**src/rtl/char_conv_pkg.sv**
```systemverilog
// Shared types and constants for the character case-conversion arbiter.
package char_conv_pkg;

  typedef enum logic [1:0] {
    MODE_PASS   = 2'd0,
    MODE_UPPER  = 2'd1,
    MODE_LOWER  = 2'd2,
    MODE_TOGGLE = 2'd3
  } conv_mode_e;

  typedef enum logic {
    ST_IDLE   = 1'b0,
    ST_LOCKED = 1'b1
  } arb_state_e;

  localparam logic [7:0] CASE_DELTA = 8'h20;
  localparam logic [7:0] LC_A       = 8'h61;
  localparam logic [7:0] LC_Z       = 8'h7A;
  localparam logic [7:0] UC_A       = 8'h41;
  localparam logic [7:0] UC_Z       = 8'h5A;

endpackage

```
**src/rtl/char_case_conv.sv**
```systemverilog
// Combinational ASCII case converter; bytes outside A-Z / a-z always pass unchanged.
module char_case_conv
  import char_conv_pkg::*;
(
  input  logic [7:0] i_char,
  input  logic [1:0] i_mode,
  output logic [7:0] o_char
);

  logic is_lc;
  logic is_uc;

  assign is_lc = (i_char >= LC_A) && (i_char <= LC_Z);
  assign is_uc = (i_char >= UC_A) && (i_char <= UC_Z);

  always_comb begin
    o_char = i_char;
    case (conv_mode_e'(i_mode))
      MODE_UPPER: begin
        if (is_lc) o_char = i_char - CASE_DELTA;
      end
      MODE_LOWER: begin
        if (is_uc) o_char = i_char + CASE_DELTA;
      end
      MODE_TOGGLE: begin
        if (is_lc)      o_char = i_char - CASE_DELTA;
        else if (is_uc) o_char = i_char + CASE_DELTA;
      end
      default: o_char = i_char;
    endcase
  end

endmodule

```
**src/rtl/char_conv_arbiter.sv**
```systemverilog
// Round-robin, message-locked arbiter feeding one case converter and a
// single registered valid/ready output stage.
module char_conv_arbiter
  import char_conv_pkg::*;
#(
  parameter int NUM_SRC = 4,
  parameter int SRC_W   = $clog2(NUM_SRC)
) (
  input  logic               i_clk,
  input  logic               i_rst,
  input  logic [NUM_SRC-1:0] i_src_valid,
  input  logic [7:0]         i_src_char [NUM_SRC],
  input  logic [NUM_SRC-1:0] i_src_last,
  output logic [NUM_SRC-1:0] o_src_ready,
  input  logic [1:0]         i_mode [NUM_SRC],
  output logic               o_valid,
  output logic [7:0]         o_char,
  output logic               o_last,
  output logic [SRC_W-1:0]   o_src,
  input  logic               i_ready
);

  arb_state_e       state_q, state_d;
  logic [SRC_W-1:0] rr_q, rr_d;
  logic [SRC_W-1:0] owner_q, owner_d;
  logic [SRC_W-1:0] sel;
  logic [SRC_W-1:0] cand;
  logic             found;
  logic             can_load;
  logic             accept;
  logic [7:0]       conv_char;

  logic             valid_q, valid_d;
  logic [7:0]       char_q, char_d;
  logic             last_q, last_d;
  logic [SRC_W-1:0] src_q, src_d;

  // Descending scan so the candidate closest to rr_q is written last and wins.
  always_comb begin
    sel   = owner_q;
    found = 1'b0;
    cand  = '0;
    if (state_q == ST_LOCKED) begin
      found = 1'b1;
    end else begin
      for (int k = NUM_SRC - 1; k >= 0; k--) begin
        cand = SRC_W'((int'(rr_q) + k) % NUM_SRC);
        if (i_src_valid[cand]) begin
          sel   = cand;
          found = 1'b1;
        end
      end
    end
  end

  assign can_load = !valid_q || i_ready;
  assign accept   = !i_rst && can_load && found && i_src_valid[sel];

  always_comb begin
    o_src_ready = '0;
    if (!i_rst && can_load && found) o_src_ready[sel] = 1'b1;
  end

  char_case_conv u_conv (
    .i_char (i_src_char[sel]),
    .i_mode (i_mode[sel]),
    .o_char (conv_char)
  );

  always_comb begin
    state_d = state_q;
    rr_d    = rr_q;
    owner_d = owner_q;
    valid_d = valid_q;
    char_d  = char_q;
    last_d  = last_q;
    src_d   = src_q;
    if (accept) begin
      valid_d = 1'b1;
      char_d  = conv_char;
      last_d  = i_src_last[sel];
      src_d   = sel;
      if (i_src_last[sel]) begin
        state_d = ST_IDLE;
        rr_d    = (sel == SRC_W'(NUM_SRC - 1)) ? '0 : sel + 1'b1;
      end else begin
        state_d = ST_LOCKED;
        owner_d = sel;
      end
    end else if (i_ready) begin
      valid_d = 1'b0;
    end
  end

  always_ff @(posedge i_clk) begin
    if (i_rst) begin
      state_q <= ST_IDLE;
      rr_q    <= '0;
      owner_q <= '0;
      valid_q <= 1'b0;
      char_q  <= '0;
      last_q  <= 1'b0;
      src_q   <= '0;
    end else begin
      state_q <= state_d;
      rr_q    <= rr_d;
      owner_q <= owner_d;
      valid_q <= valid_d;
      char_q  <= char_d;
      last_q  <= last_d;
      src_q   <= src_d;
    end
  end

  assign o_valid = valid_q;
  assign o_char  = char_q;
  assign o_last  = last_q;
  assign o_src   = src_q;

endmodule
```
**config.mk**
```make
export PLATFORM = sky130hd
export DESIGN_NAME = char_conv_arbiter
export DESIGN_NICKNAME = d
export VERILOG_FILES = /design/src/rtl/char_conv_pkg.sv /design/src/rtl/char_case_conv.sv /design/src/rtl/char_conv_arbiter.sv
export SDC_FILE = /design/constraint.sdc
export NUM_CORES = 1
export LEC_CHECK = 0
export ABC_AREA = 1
export ABC_CLOCK_PERIOD_IN_PS = 3700
export BUFFER_PORTS_ARGS = -buffer_cell sky130_fd_sc_hd__buf_2
export CAP_MARGIN = 20
export CORE_ASPECT_RATIO = 0.8
export CORE_MARGIN = 4
export CORE_UTILIZATION = 50
export CTS_BUF_LIST = sky130_fd_sc_hd__clkbuf_4 sky130_fd_sc_hd__clkbuf_8
export DETAILED_ROUTE_END_ITERATION = 7
export PLACE_DENSITY = 0.86
export RECOVER_POWER = 25
export SETUP_SLACK_MARGIN = 0.1
export SKIP_CTS_REPAIR_TIMING = 1
export SLEW_MARGIN = 25
export SYNTH_ARGS = -nofsm -noshare
export SYNTH_HDL_FRONTEND = slang
export SYNTH_SLANG_ARGS = --single-unit
```
**constraint.sdc**
```tcl
create_clock -name i_clk -period 3.7 [get_ports i_clk]
set_input_delay 0.37 -clock i_clk [delete_from_list [all_inputs] [get_ports i_clk]]
set_output_delay 0.37 -clock i_clk [all_outputs]
set_load 0.02 [all_outputs]
```
# [After elaboration in Yosys (flattened, before gate mapping)]
# Index checks and enable logic that the tools add are counted.
[op_classes] bitwise_logic=2 n_eq_ne=4 muxes=39 addsub=6 reduce_logical=12 order_cmp=11
[ops] cell="2-to-1 mux 8 bit" count=5
[ops] cell="case mux 8 bit (3 select lines)" count=1
[ops] cell="binary-select mux 8 bit (select 2 bit)" count=1
[ops] cell="greater-or-equal comparator 8 x 7 -> 1 bit (second input constant)" count=2
[ops] cell="less-or-equal comparator 8 x 7 -> 1 bit (second input constant)" count=2
[ops] cell="2-to-1 mux 2 bit" count=8
[ops] cell="less-than comparator 2 x 3 -> 1 bit (second input constant)" count=5
[ops] cell="2-to-1 mux 1 bit" count=15
[ops] cell="binary-select mux 1 bit (select 2 bit)" count=6
[ops] cell="adder 8 x 6 -> 8 bit (second input constant)" count=1
[ops] cell="subtractor 8 x 6 -> 8 bit (second input constant)" count=1
[ops] cell="== test 2 bit (second input constant)" count=3
[ops] cell="logical AND 1 bit" count=6
[ops] cell="adder 2 x 1 -> 2 bit (second input constant)" count=2
[ops] cell="adder 2 bit (second input constant)" count=2
[ops] cell="binary-select mux 2 bit (select 2 bit)" count=1
[ops] cell="2-to-1 mux 4 bit" count=1
[ops] cell="AND reduction 2 bit" count=2
[ops] cell="greater-or-equal comparator 3 bit (second input constant)" count=1
[ops] cell="inverter 2 -> 3 bit" count=1
[ops] cell="demux 1 bit (select 2 bit)" count=1
[ops] cell="== test 2 x 1 -> 1 bit (second input constant)" count=1
[ops] cell="greater-or-equal comparator 2 x 1 -> 1 bit (second input constant)" count=1
[ops] cell="zero test 1 bit" count=2
[ops] cell="other kinds (3)" count=3
[totals] word_cells=81 ff_bits=17 inputBits=51 out_inout_bits=16

# [Depth between registers and ports, before layout]
[logic_depth] word_depth=17 ltp_mapped=29 mapped_depth_nobuf=27

# [Modules after synthesis]
# A second synthesis with hierarchy kept.
[unflattened] hier_cells=318 hier_area_um2=1821.7
[modules_own_cells] mod="char_conv_arbiter" cells_each=235 area_per_inst_um2=1418.9 seq_area_each_um2=340.3 n_inst=1
[modules_own_cells] mod="char_case_conv" cells_each=83 area_per_inst_um2=402.9 seq_area_each_um2=0.0 n_inst=1

# [Least setup slack after synthesis]
# No wires, ideal clock.
[synth_path] kind="flip-flop to flip-flop" from="register rr_q[0]" to="register char_q[7], in the netlist o_char[7]" required_ps=3571 t_arrival_ps=2433 period_less_slack_ps=2562 stages_incl_launch_ff=27 setup_ps=129 slack_ps=1138 path_buffers=2 path_cell_list="dfxtp_1 buf_6 inv_8 nand2_1 nand2_1 nand2_1 nand2_1 a21oi_2 nand2_1 nand2_1 nand2_2 nand2_8 nand2_8 buf_8 nand2_1 nand3_2 nand2_4 inv_1 ha_1 xor2_1 nand3_1 nand3_1 clkinv_1 nand2_1 nand3_2 nand2_2 a21oi_2"
[synth_between] elab_chain_len=17 elab_cells_between_ends=47 classes_between="add/sub (5); order compare (4); eq/ne (3); mux (30); bitwise (1); reduce/logical (4)"
[synth_rtl] item="from (decl)" line="char_conv_arbiter.sv:24" source="logic [SRC_W-1:0] rr_q, rr_d;"
[synth_rtl] item="from (signal assigned)" line="char_conv_arbiter.sv:106" source="rr_q <= rr_d;"
[synth_rtl] item="adder 2 bit" line="char_conv_arbiter.sv:47" source="cand = SRC_W'((int'(rr_q) + k) % NUM_SRC);"
[synth_rtl] item="binary-select mux 1 bit (select 2 bit)" line="char_conv_arbiter.sv:48" source="if (i_src_valid[cand]) begin"
[synth_rtl] item="2-to-1 mux 1 bit (implied by the code)" line="char_conv_arbiter.sv:48"
[synth_rtl] item="2-to-1 mux 2 bit (4 in series)" line="char_conv_arbiter.sv:48"
[synth_rtl] item="2-to-1 mux 2 bit" line="char_conv_arbiter.sv:43" source="if (state_q == ST_LOCKED) begin"
[synth_rtl] item="inverter 2 -> 3 bit (implied by the code)" line="char_conv_arbiter.sv:65, char_conv_arbiter.sv:66"
[synth_rtl] item="binary-select mux 8 bit (select 2 bit)" line="char_conv_arbiter.sv:65" source=".i_char (i_src_char[sel]),"
[synth_rtl] item="2-to-1 mux 8 bit (implied by the code) (2 in series)" line="char_conv_arbiter.sv:65"
[synth_rtl] item="greater-or-equal comparator 8 x 7 -> 1 bit / less-or-equal comparator 8 x 7 -> 1 bit (equally long branches)" line="char_case_conv.sv:14" source="assign is_uc = (i_char >= UC_A) && (i_char <= UC_Z);"
[synth_rtl] item="logical AND 1 bit" line="char_case_conv.sv:14"
[synth_rtl] item="2-to-1 mux 8 bit" line="char_case_conv.sv:23, char_case_conv.sv:27"
[synth_rtl] item="2-to-1 mux 8 bit" line="char_case_conv.sv:26" source="if (is_lc) o_char = i_char - CASE_DELTA;"
[synth_rtl] item="case mux 8 bit (3 select lines)" line="char_case_conv.sv:18" source="case (conv_mode_e'(i_mode))"
[synth_rtl] item="to (signal assigned)" line="char_conv_arbiter.sv:109" source="char_q <= char_d;"
[synth_rtl] item="to (decl)" line="char_conv_arbiter.sv:34" source="logic [7:0] char_q, char_d;"
# Parallel ways exist; a longest one is shown, timed or not. The select of a mux whose other input is x is not followed.
# A chain may end at the register's enable or synchronous reset.

# [Worst setup path after layout]
[layout_path] from="register rr_q[0]" to="register char_q[6], in the netlist o_char[6]"
# The elaborated chain is that of the path after synthesis.

==> metrics.txt <==
largest family of logic cells by synthesized area=simple AND/OR/NAND/NOR gates; Global Route Usage Sum=21.9%; placed cells=441; Post-Synth XOR/XNOR Area=less than 1%; Initial Utilization=between 50 and 60%; clk_lat worst skew=roughly 260 ps; area grow syn2layout=17.5%; CP max stage cell=dfxtp_2; status=complete, no violations; switching portion of total power=61.8%; vias in the first global route=about 2000; Crit Reg-Reg Endpoint=o_char[6]$_SDFFE_PP0P_; crit-path cells=nand2_1, nand3_1, nand2_1, inv_2, nand4_1, nand2_1, nand2_1, nand3_1, nand2_2, inv_4, nand3_1, nand2_1, inv_2, ha_1, nand3_1, nand2_2, nand2_2, nand2_1, o21ai_1, nor2_1, nand2_1, nand2_1, a21oi_2; leading area contributor after synthesis=nand2_1; Post-Syn Area=1960 sq um; leading post-synthesis cells by cell area=nand2_1 (19%), dfxtp_1 (17%), nand3_1 (11%); root buffer cell=clkbuf_8; post-synth top area share=around a fifth; CTS Buf Count=3; CP Max Fanout=19; nets@finish=448; minimum clock period=3180 ps; global-route wire length before repair=8970 um; routed vias=2286; CP Data Required Time=3890 ps; P per Cell Area=1140 nW/um^2; ys flop type=dfxtp_1; fraction of layout cells with a size suffix above 1=around 28%; Simple-Gate Fraction of Synth Area=51.6%; TritonCTS clock tree=built; fin. max-slew vios=0; post-synthesis mux area share=0%; DIE AREA=5000 sq um; Slew @ Worst Pin=451 ps; EDFF count, synth=0; min-delay worst type=in -> reg; final setup margin=518 ps; Critical Path Sink=o_char[6]$_SDFFE_PP0P_; DRT Wirelength=5540 um; Core Rows=20; Worst-path clk slew=~70 ps; combinational share of power=82.9%; Yosys reg bits=17; Die Ht=64.0 um; Reg power frac=between 10% and 20%; Maximum Capacitance Violations=0; WL per Instance=about 12 um; global route overflow=0; Inserted Diodes=0; DR pass1 iterations=5; mean area per synthesized cell=5.91 sq um; Tcrit/Tclk final=between 80 and 90%; H-tree Lvls=1; cell mode on critical path=nand2_1; async set-reset flop share out of synthesis=0%; R2R cell count=23; Setup Skew=5.06 ps; IO Count=67; final setup violation count=0; Critical R2R Launch=rr_q[0]$_SDFFE_PP0P_; WP data arrival=3380 ps; unrepaired setup endpoints after global routing=no; 1st-iter DRT viols=282; FF-to-FF setup slack=520 ps; Core Box Area=~3800 sq um; Crit. Startpoint=rr_q[0]$_SDFFE_PP0P_; Synth top cells by count=nand2_1 (101), nand3_1 (45), inv_1 (34); switching pwr=about 0.0016 W; Crit. End Element=flip-flop; Fmax=314 MHz; kind of critical path=reg -> reg; Sink Count=17; gp weighted congestion=0.989; Ys Warns=0; post-DP HPWL=between 4000 and 5000 um; DRC violation count after routing=0; largest net degree at the start of global routing=37; count leader, synth=nand2_1; CP max stage delay=approximately 470 ps; clock power share=between 5 and 6%; initial antenna violation count=0; Mapped Cells=332; final hold vios=0; setup TNS=0 ps; max_slew headroom=69.7%; Via density=5.14; leakage=1.25 nW; synthesized-area fraction occupied by adder cells=3.83%; share of the yosys chip area belonging to registers=17.3%; Core Util, Final=61.0%; internal power=0.00101 W; buffers added on ports=66; Distinct cells, synth=35; worst ir drop on vdd=0.000703 V; Synthesized Nets=a little under 400; dpl ws=444 ps; post-route ant nets=0; Die W=78.0 um; fin cells=around 450; CP startpoint kind=flip-flop; Compound-Gate Fraction of Synth Area=13.1%; largest buffer count on any clock path=2
[flip-flops by register name, indices dropped and copies added, names as in the netlist]
| name | flops |
|---|---|
| o_char | 8 |
| o_last | 1 |
| o_src | 2 |
| o_valid | 1 |
| owner_q | 2 |
| rr_q | 2 |
| state_q | 1 |
[worst min-delay path by stage]
stage                                  end  slack, ps              startpoint  cells past startpoint
global route        o_char[7]$_SDFFE_PP0P_        390                   i_rst                      2
global placement    o_char[6]$_SDFFE_PP0P_        460  o_char[6]$_SDFFE_PP0P_                      2
finish              o_char[7]$_SDFFE_PP0P_        390                   i_rst                      2
CTS                 o_char[7]$_SDFFE_PP0P_        390                   i_rst                      2
floorplan             state_q$_SDFFE_PP0P_        500    state_q$_SDFFE_PP0P_                      2
detailed placement  o_char[7]$_SDFFE_PP0P_        460  o_char[7]$_SDFFE_PP0P_                      2
[metal layers]
layer  track usage, %  part of all wire [%]  vias up
li1                 -                     -     1185
met1             31.0                    48     1000
met2             33.5                    43       94
met3             4.23                   7.9        7
met4             6.33                   1.3        0
met5                0                     0        -
[worst max-delay path, delay by kind of cell, from the launching register on]
family / cells / cell delay [ps]
adders and majority gates: 1 / 200
and+or+nand+nor: 17 / 1720
AOI/OAI and AO/OA: 2 / 230
buffers and inverters: 3 / 500
DFF: 1 / 470
[placed cells by master (no fill, tap or decap), drive strengths merged]
master,instances
a21boi,1
o21ai,17
buf,58
nand3b,4
inv,42
dfxtp,17
a32oi,2
a21oi,19
clkinv,1
xor2,1
nand2,122
nand4,1
or2,1
nand3,52
ha,6
nor2,28
nor4,1
nor3,1
a211oi,3
o211ai,1
clkbuf,12
[power by group through the flow]
| stage | sequential, W | clock (W) | combinational (W) |
|---|---|---|---|
| 2_1_floorplan | 0.000341 | 0 | 0.00178 |
| 3_3_place_gp | 0.000298 | 0 | 0.00211 |
| 3_5_place_dp | 0.000301 | 0 | 0.00215 |
| 4_1_cts | 0.000298 | 0.000148 | 0.00216 |
| 5_1_grt | 0.000308 | 0.000164 | 0.00243 |
| 6_report | 0.000302 | 0.000149 | 0.00218 |
[metrics by stage]
step,hold WS [ps],power (W),area (sq um)
after CTS,386,0.00261,2310
after global routing,394,0.00291,2300
final,390,0.00263,2300
after floorplan,503,0.00212,1960
after detailed placement,463,0.00245,2260
after global placement,462,0.00241,2260
[area by class of cell]
cell class	instances	area [sq um]
Multi-Input combinational cell	260	1350
Tap cell	55	68.8
Timing Repair Buffer	66	320
Sequential cell	17	342
Inverter	43	171
Clock buffer	4	48.8
Fill cell	373	1470
[kinds of logic after synthesis]
kind of cell,count (synthesis)
AO/OA/AOI/OAI,43
AND/OR/NAND/NOR,210
adder cells (fa/ha/maj),6
XOR/XNOR,1
buffers and inverters,55
flip-flops,17
No activity file was read; power rests on OpenSTA's default activity.
